[src/rtl/run_len_detector.sv]
// Moore run-length detector with saturating run and hit-event counters.
// Define RUN_LEN_DETECTOR_MAXRUN_EN to track the longest run seen.
module run_len_detector #(
    parameter int CNT_W = 4,
    parameter int DET_W = 8
) (
    input  logic             clock,
    input  logic             reset,
    input  logic             en,
    input  logic             x_in,
    input  logic             match_val,
    input  logic [CNT_W-1:0] thresh,
    output logic             y_out,
    output logic             y_pulse,
    output logic [CNT_W-1:0] run_cnt,
    output logic [DET_W-1:0] det_cnt,
    output logic [CNT_W-1:0] max_run
);

    typedef enum logic [1:0] {
        IDLE,
        COUNT,
        HIT
    } state_t;

    state_t           state;
    state_t           state_nx;
    logic [CNT_W-1:0] run_nx;
    logic [DET_W-1:0] det_nx;
    logic             pulse_nx;
    logic [CNT_W-1:0] eff_thresh;
    logic [CNT_W-1:0] run_inc;
    logic             match;

    assign match      = (x_in == match_val);
    assign eff_thresh = (thresh == '0) ? CNT_W'(1) : thresh;
    assign run_inc    = (run_cnt == '1) ? run_cnt : run_cnt + CNT_W'(1);

    always_comb begin
        state_nx = state;
        run_nx   = run_cnt;
        det_nx   = det_cnt;
        pulse_nx = 1'b0;
        if (en) begin
            if (!match) begin
                state_nx = IDLE;
                run_nx   = '0;
            end else begin
                run_nx = run_inc;
                // Once in HIT only a mismatch leaves, whatever thresh does.
                if (state == HIT) begin
                    state_nx = HIT;
                end else if (run_inc >= eff_thresh) begin
                    state_nx = HIT;
                    pulse_nx = 1'b1;
                    if (det_cnt != '1) begin
                        det_nx = det_cnt + DET_W'(1);
                    end
                end else begin
                    state_nx = COUNT;
                end
            end
        end
    end

    always_ff @(posedge clock or negedge reset) begin
        if (!reset) begin
            state   <= IDLE;
            run_cnt <= '0;
            det_cnt <= '0;
            y_pulse <= 1'b0;
            y_out   <= 1'b0;
        end else begin
            state   <= state_nx;
            run_cnt <= run_nx;
            det_cnt <= det_nx;
            y_pulse <= pulse_nx;
            y_out   <= (state_nx == HIT);
        end
    end

`ifdef RUN_LEN_DETECTOR_MAXRUN_EN
    always_ff @(posedge clock or negedge reset) begin
        if (!reset) begin
            max_run <= '0;
        end else if (run_nx > max_run) begin
            max_run <= run_nx;
        end
    end
`else
    assign max_run = '0;
`endif

endmodule

[config.mk]
export PLATFORM = sky130hd
export DESIGN_NAME = run_len_detector
export DESIGN_NICKNAME = d
export VERILOG_FILES = /design/src/rtl/run_len_detector.sv
export SDC_FILE = /design/constraint.sdc
export NUM_CORES = 1
export LEC_CHECK = 0
export ABC_AREA = 1
export CAP_MARGIN = 20
export CORE_UTILIZATION = 52
export DETAILED_ROUTE_END_ITERATION = 7
export PLACE_DENSITY = 0.84
export SETUP_SLACK_MARGIN = 0.1
export SYNTH_ARGS = -nofsm -noshare
export SYNTH_HDL_FRONTEND = slang
export SYNTH_SLANG_ARGS = --single-unit
[constraint.sdc]
create_clock -name clock -period 2.9 [get_ports clock]
set_clock_uncertainty 0.1 [all_clocks]
set_input_delay 0.58 -clock clock [delete_from_list [all_inputs] [get_ports clock]]
set_output_delay 0.58 -clock clock [all_outputs]
set_load 0.01 [all_outputs]
==> results of run 1 <==
## worst min-delay path by stage
stage / from / endpoint
floorplan: reset / det_cnt[0]
global placement: state[1] / state[1]
detailed placement: state[0] / state[0]
CTS: state[0] / state[0]
global route: state[1] / state[1]
finish: state[1] / state[1]
## stage by stage
step	cells	hold WS [ns]	util, %	setup slack [ns]
after CTS	196	0.421	68.8	0.610
after global routing	196	0.453	68.8	0.416
final	196	0.418	68.8	0.597
after global placement	192	0.380	66.9	0.401
after floorplan	147	0.184	-	0.825
after detailed placement	192	0.397	66.9	0.349
## layout make-up
cell class / instances / area, um2
Fill cell: 177 / 613
Multi-Input combinational cell: 101 / 561
Sequential cell: 16 / 400
Timing Repair Buffer: 22 / 220
Inverter: 26 / 97.6
Clock buffer: 4 / 36.3
Tap cell: 27 / 33.8
## flip-flops by register name (all words and copies together), names as in the netlist
register,cells
det_cnt,8
run_cnt,4
state,2
y_out,1
y_pulse,1
## cell families (layout without fill, tap and decap cells)
kind of cell    Yosys count  after routing
simple gates             74             74
buf+inv                  30             52
flops                    16             16
compound gates           12             12
fa+ha+maj                 6              6
xor+xnor                  5              5
other cells               1              4
## critical path: stages, from the launching register on
cell     delay [ns]
dfrtp_1        0.42
ha_1           0.22
nand2_1        0.06
inv_1          0.05
o21ai_0        0.12
o21ai_0        0.13
ha_1           0.33
a21oi_1        0.31
nand2_2        0.22
nand3_4        0.16
nand2_1        0.07
nand2_1        0.07
## routing by layer
| metal | up-vias | track usage (%) | wire length [um] |
|---|---|---|---|
| li1 | 495 | - | - |
| met1 | 445 | 25.8 | 930 |
| met2 | 37 | 33.4 | 1000 |
| met3 | 4 | 4.53 | 103 |
| met4 | 0 | 5.71 | 35 |
| met5 | - | 0 | 0 |
## power by group
| part | switching (mW) | internal (mW) | total [mW] |
|---|---|---|---|
| registers | 0.0377 | 0.261 | 0.299 |
| logic | 0.148 | 0.125 | 0.273 |
| clock network | 0.0758 | 0.0765 | 0.152 |
| total | 0.262 | 0.462 | 0.724 |
## placed cells by master (no fill, tap or decap)
master,n
nand2_2,2
nand3_1,4
o22ai_1,1
clkbuf_8,1
a31o_2,1
a21oi_1,2
nor2_1,5
conb_1,4
o21ai_0,8
clkdlybuf4s50_1,22
nor2_4,2
xnor2_1,1
nand2_1,49
clkbuf_4,3
nand3_4,1
inv_1,26
nand3_2,1
nor3_1,1
nand4_1,8
xor2_1,4
ha_1,6
dfrtp_1,16
nand4_4,1
==> impl_metrics.ini, run 1 <==
[drt]
drc = 0
ant_nets = 0
post_drt_wl_per_cell_um = 10.6
first_pass_iters = 4
initialDrtViolationCount = 22
finalWirelength_mm = 2.07
num_vias = 981
via_per_inst = 5.01

[critical_path]
critPathCaptureType = flip-flop
path_class = flip-flop to flip-flop
r2r-end = det_cnt[7]
r2r_cells = 11
r2r_setup_slack_ns = 0.60
crit_end = det_cnt[7]
cp_data_arrival_time_ns = 2.44
crit_fanout = 9
startpoint_type = flip-flop
critPathLaunch = run_cnt[0]
required_ns = 3.03
reg2reg_from = run_cnt[0]

[floorplan]
die_w_um = 47.5
coreArea_um2 = 1960
ios = 27
rows = 16
initial_utilization_pct = 54.9
fp.dieH_um = 47.5
dieArea_um2 = 2260

[clock_tree]
cts_num_sinks = 16
clock_latency_ns = 0.29
cts_setup_buffers = 0
cts_resized = 0
postCtsHoldBufs = 0
clockBufferDepth = 2
cts_root_buffer = clkbuf_4
clk_pin_slew_ns = 0.10
cts_tree = done
cts_buffers = 3
cts_max_level = 1

[timing]
finalSetupViolCount = 0
rsz0062_at_grt = false
worst_slew_pin_slew_ns = 0.699
final_hold_viol_count = 0
finalMaxSlewViolations = 0
slew_headroom_pct = 53.2
period_needed_ns = 2.30
fmax_mhz = 434
tns_ns = 0
period_share_pct = 79.4

[layout]
nNetsFinal = 185
final_area_um2 = 1350
diodes = 0
drive_above_1_share_pct = 7.10
area_delta_synth_final_pct = 25.2

[worst_hold_path]
hold_class = flip-flop to flip-flop
hold_depth = 2

[yosys]
synth-simple-area-share_pct = 33.6
synthMuxAreaShare_pct = 0
synth_edf_count = 0
synth_seq_cells = 16
yosysMostFrequentCell = nand2_1
async_flop_share_pct = 100
yosysTopAreaCellShare_pct = 37.2
syn_area_um2 = 1080
avgSynthCellArea_um2 = 7.48
yosysWarnings = 0
synth_top_family_by_area = simple AND/OR/NAND/NOR gates
synth_commonest_cells = nand2_1 (49), inv_1 (26), dfrtp_1 (16), nand4_1 (8), o21ai_0 (8)
yosysSeqAreaShare_pct = 37.2
yosys-top-cells-area = dfrtp_1 (37%), nand2_1 (17%), inv_1 (9.1%)
synthAdderAreaFrac_pct = 6.97
synth_flop_cell = dfrtp_1
synth_compound_area_share_pct = 6.04
synthDistinctLibCells = 21
synth_area_leader_cell = dfrtp_1
synth_xor_area_share_pct = 4.07
syn-instance-count = 144

[power]
ir_drop_v = 0.000415
p_leak_nw = 0.725
power_uw = 724
powerDensity_nw_per_um2 = 537

[place]
place_congestion = 0.861
dp_hpwl_mm = 1.65
place_area_um2 = 1310
io_buffers = 22

[grt]
grt_max_degree = 17
gr-total-overflow = 0
grt_usage_pct = 20.0
antenna_found_initial = 0
grt_pass1_vias = 761
grt_pass1_wl_mm = 3.16

[run_status]
outcome = completed

[flow_run]
max-cap-violations = 0
(Power assumes the default switching activity.)
==> run 2: changes to the inputs <==
--- a/config.mk
+++ b/config.mk
@@ -7,9 +7,9 @@
 export LEC_CHECK = 0
 export ABC_AREA = 1
 export CAP_MARGIN = 20
-export CORE_UTILIZATION = 52
+export CORE_UTILIZATION = 43
 export DETAILED_ROUTE_END_ITERATION = 7
-export PLACE_DENSITY = 0.84
+export PLACE_DENSITY = 0.74
 export SETUP_SLACK_MARGIN = 0.1
 export SYNTH_ARGS = -nofsm -noshare
 export SYNTH_HDL_FRONTEND = slang
==> constraint.sdc (replaced) <==
create_clock -name clock -period 2 [get_ports clock]
set_clock_uncertainty 0.1 [all_clocks]
set_input_delay 0.4 -clock clock [delete_from_list [all_inputs] [get_ports clock]]
set_output_delay 0.4 -clock clock [all_outputs]
set_load 0.01 [all_outputs]
==> impl_metrics.ini, run 2 (synthesis results as in run 1) <==
[drt]
finalWirelength_mm = 2.63
ant_nets = 0
post_drt_wl_per_cell_um = 12.4
first_pass_iters = 4
drc = 0
num_vias = 1075
initialDrtViolationCount = 39
via_per_inst = 5.07

[critical_path]
path_class = flip-flop to flip-flop
path_cells = ha_4, nand2_2, inv_2, o21ai_2, o21ai_2, ha_1, nand2_1, inv_2, nand2_4, nand2_4, nand3_4, nand2_1, nand2_1
startpoint_type = flip-flop
critPathCaptureType = flip-flop
reg2reg_from = run_cnt[0]
critPathTopFamily = simple AND/OR/NAND/NOR gates
crit_top_cell = nand2_1
cp.buffers_inverters = 2
cp_data_arrival_time_ns = 2.18
cpPeakStageDelay_ns = 0.42
critPathSlowestCell = dfrtp_1
required_ns = 2.07
crit_fanout = 8
critPathLaunch = run_cnt[0]

[layout]
multi_input_area_um2 = 649
reg.largest.list = det_cnt (8), run_cnt (4), state (2)
seqCellArea_um2 = 402
final_cells = 212
drive_above_1_share_pct = 25.0
fillers = 192
diodes = 0
largest_reg_flops = 8
final_common_cell = nand2_1
nNetsFinal = 200
area_delta_synth_final_pct = 43.0
largest_register = det_cnt
final_cell_mix = nand2_1 (42), inv_1 (23), clkdlybuf4s50_1 (20)

[floorplan]
dieArea_um2 = 2710
die_w_um = 52.1
coreArea_um2 = 2280
ios = 27
initial_utilization_pct = 47.3
rows = 17
fp.dieH_um = 52.1

[timing]
finalMaxSlewViolations = 0
final_hold_viol_count = 0
period_share_pct = 105
layout_setup_ws_ns = -0.109
period_needed_ns = 2.11
tns_ns = -0.860
timing.hold.ws_ns = 0.317
finalSetupViolCount = 10
rsz0062_at_grt = true
fmax_mhz = 474

[power]
power.share.sequential_pct = 38.1
swShare_pct = 36.6
power.share.clock_pct = 18.1
p_leak_nw = 0.837
p_comb_share_pct = 43.7
power_mw = 1.15
internal-power_uw = 728
switchingPower_uw = 420
ir_drop_v = 0.000684
powerDensity_nw_per_um2 = 746

[clock_tree]
cts_max_level = 1
cts_num_sinks = 16
cts_tree = done
cts_buffers = 3
cts_root_buffer = clkbuf_4
clock_latency_ns = 0.28
clk_pin_slew_ns = 0.09
clockBufferDepth = 2

[run_status]
outcome = finished, violations left
violations = negative setup slack

[grt]
grt_max_degree = 17
grt_pass1_wl_mm = 4.47
grtUsageMet2_pct = 38.9
grt_usage_pct = 22.3
grt_use_met1_pct = 26.0
busiest_layer = met2
grt_pass1_vias = 1071
gr-total-overflow = 0
met3_usage_pct = 7.02
antenna_found_initial = 0

[place]
place_congestion = 0.827
dp.cells = 200
io_buffers = 22
post-place-ws_ns = -0.290
dp_hpwl_mm = 1.87

[flow_run]
max-cap-violations = 0

[worst_hold_path]
hold_class = primary input to async pin
## run 2: through the flow
step | util, % | area [um2]
after CTS | 65.7 | 1500
after global routing | 67.7 | 1540
final | 67.7 | 1540
after floorplan | - | 1100
after global placement | 60.7 | 1380
after detailed placement | 60.7 | 1380
## run 2: repair_timing
action | CTS | global route
buffers inserted | 5 | 2
resized for setup | 13 | 8
hold buffers | 0 | 0
setup endpoints to repair | 12 | 13
pin swaps | 12 | 2
gates cloned | 1 | 0
## run 2: path summary, 6_finish.rpt
kind | depth (start not counted) | endpoint | slack, ns
max in group asynchronous | 2 | det_cnt[6] | 1.29
max | 13 | det_cnt[2] | -0.11
max reg2reg | 13 | det_cnt[2] | -0.11
min in group clock | 2 | state[1] | 0.41
min reg2reg | 2 | state[1] | 0.41
min | 2 | run_cnt[2] | 0.32
## run 2: worst register-to-register path, delay by kind of cell, from the launching register on
kind            cells  cell delay (ns)
simple gates        7             0.57
fa+ha+maj           2             0.52
flops               1             0.42
compound gates      2             0.24
buf+inv             2             0.14
## run 2: routing by layer
layer,up-vias,wire [um]
li1,529,-
met1,497,1070
met2,39,1380
met3,10,136
met4,0,46
met5,-,0
## run 2: final cells by class
type	instances	share of cell area, %
Multi-Input combinational cell	102	42.2
Sequential cell	16	26.1
Clock buffer	4	2.36
Timing Repair Buffer	36	20.8
Inverter	26	6.34
Tap cell	28	2.27
## run 2: power groups by stage
stage          clock, mW  combinational [mW]  sequential (mW)
5_1_grt            0.224               0.556            0.447
2_1_floorplan          0               0.233            0.453
6_report           0.208               0.502            0.438
3_3_place_gp           0               0.410            0.437
4_1_cts            0.213               0.476            0.434
3_5_place_dp           0               0.421            0.442
==> run 3: changes to the inputs <==
--- a/config.mk
+++ b/config.mk
@@ -8,6 +8,7 @@
 export ABC_AREA = 1
 export CAP_MARGIN = 20
 export CORE_UTILIZATION = 43
+export CTS_CLUSTER_SIZE = 10
 export DETAILED_ROUTE_END_ITERATION = 7
 export PLACE_DENSITY = 0.74
 export SETUP_SLACK_MARGIN = 0.1
==> results of run 3 <==
No change in the layout: final DEF, timing and power equal those of run 2.
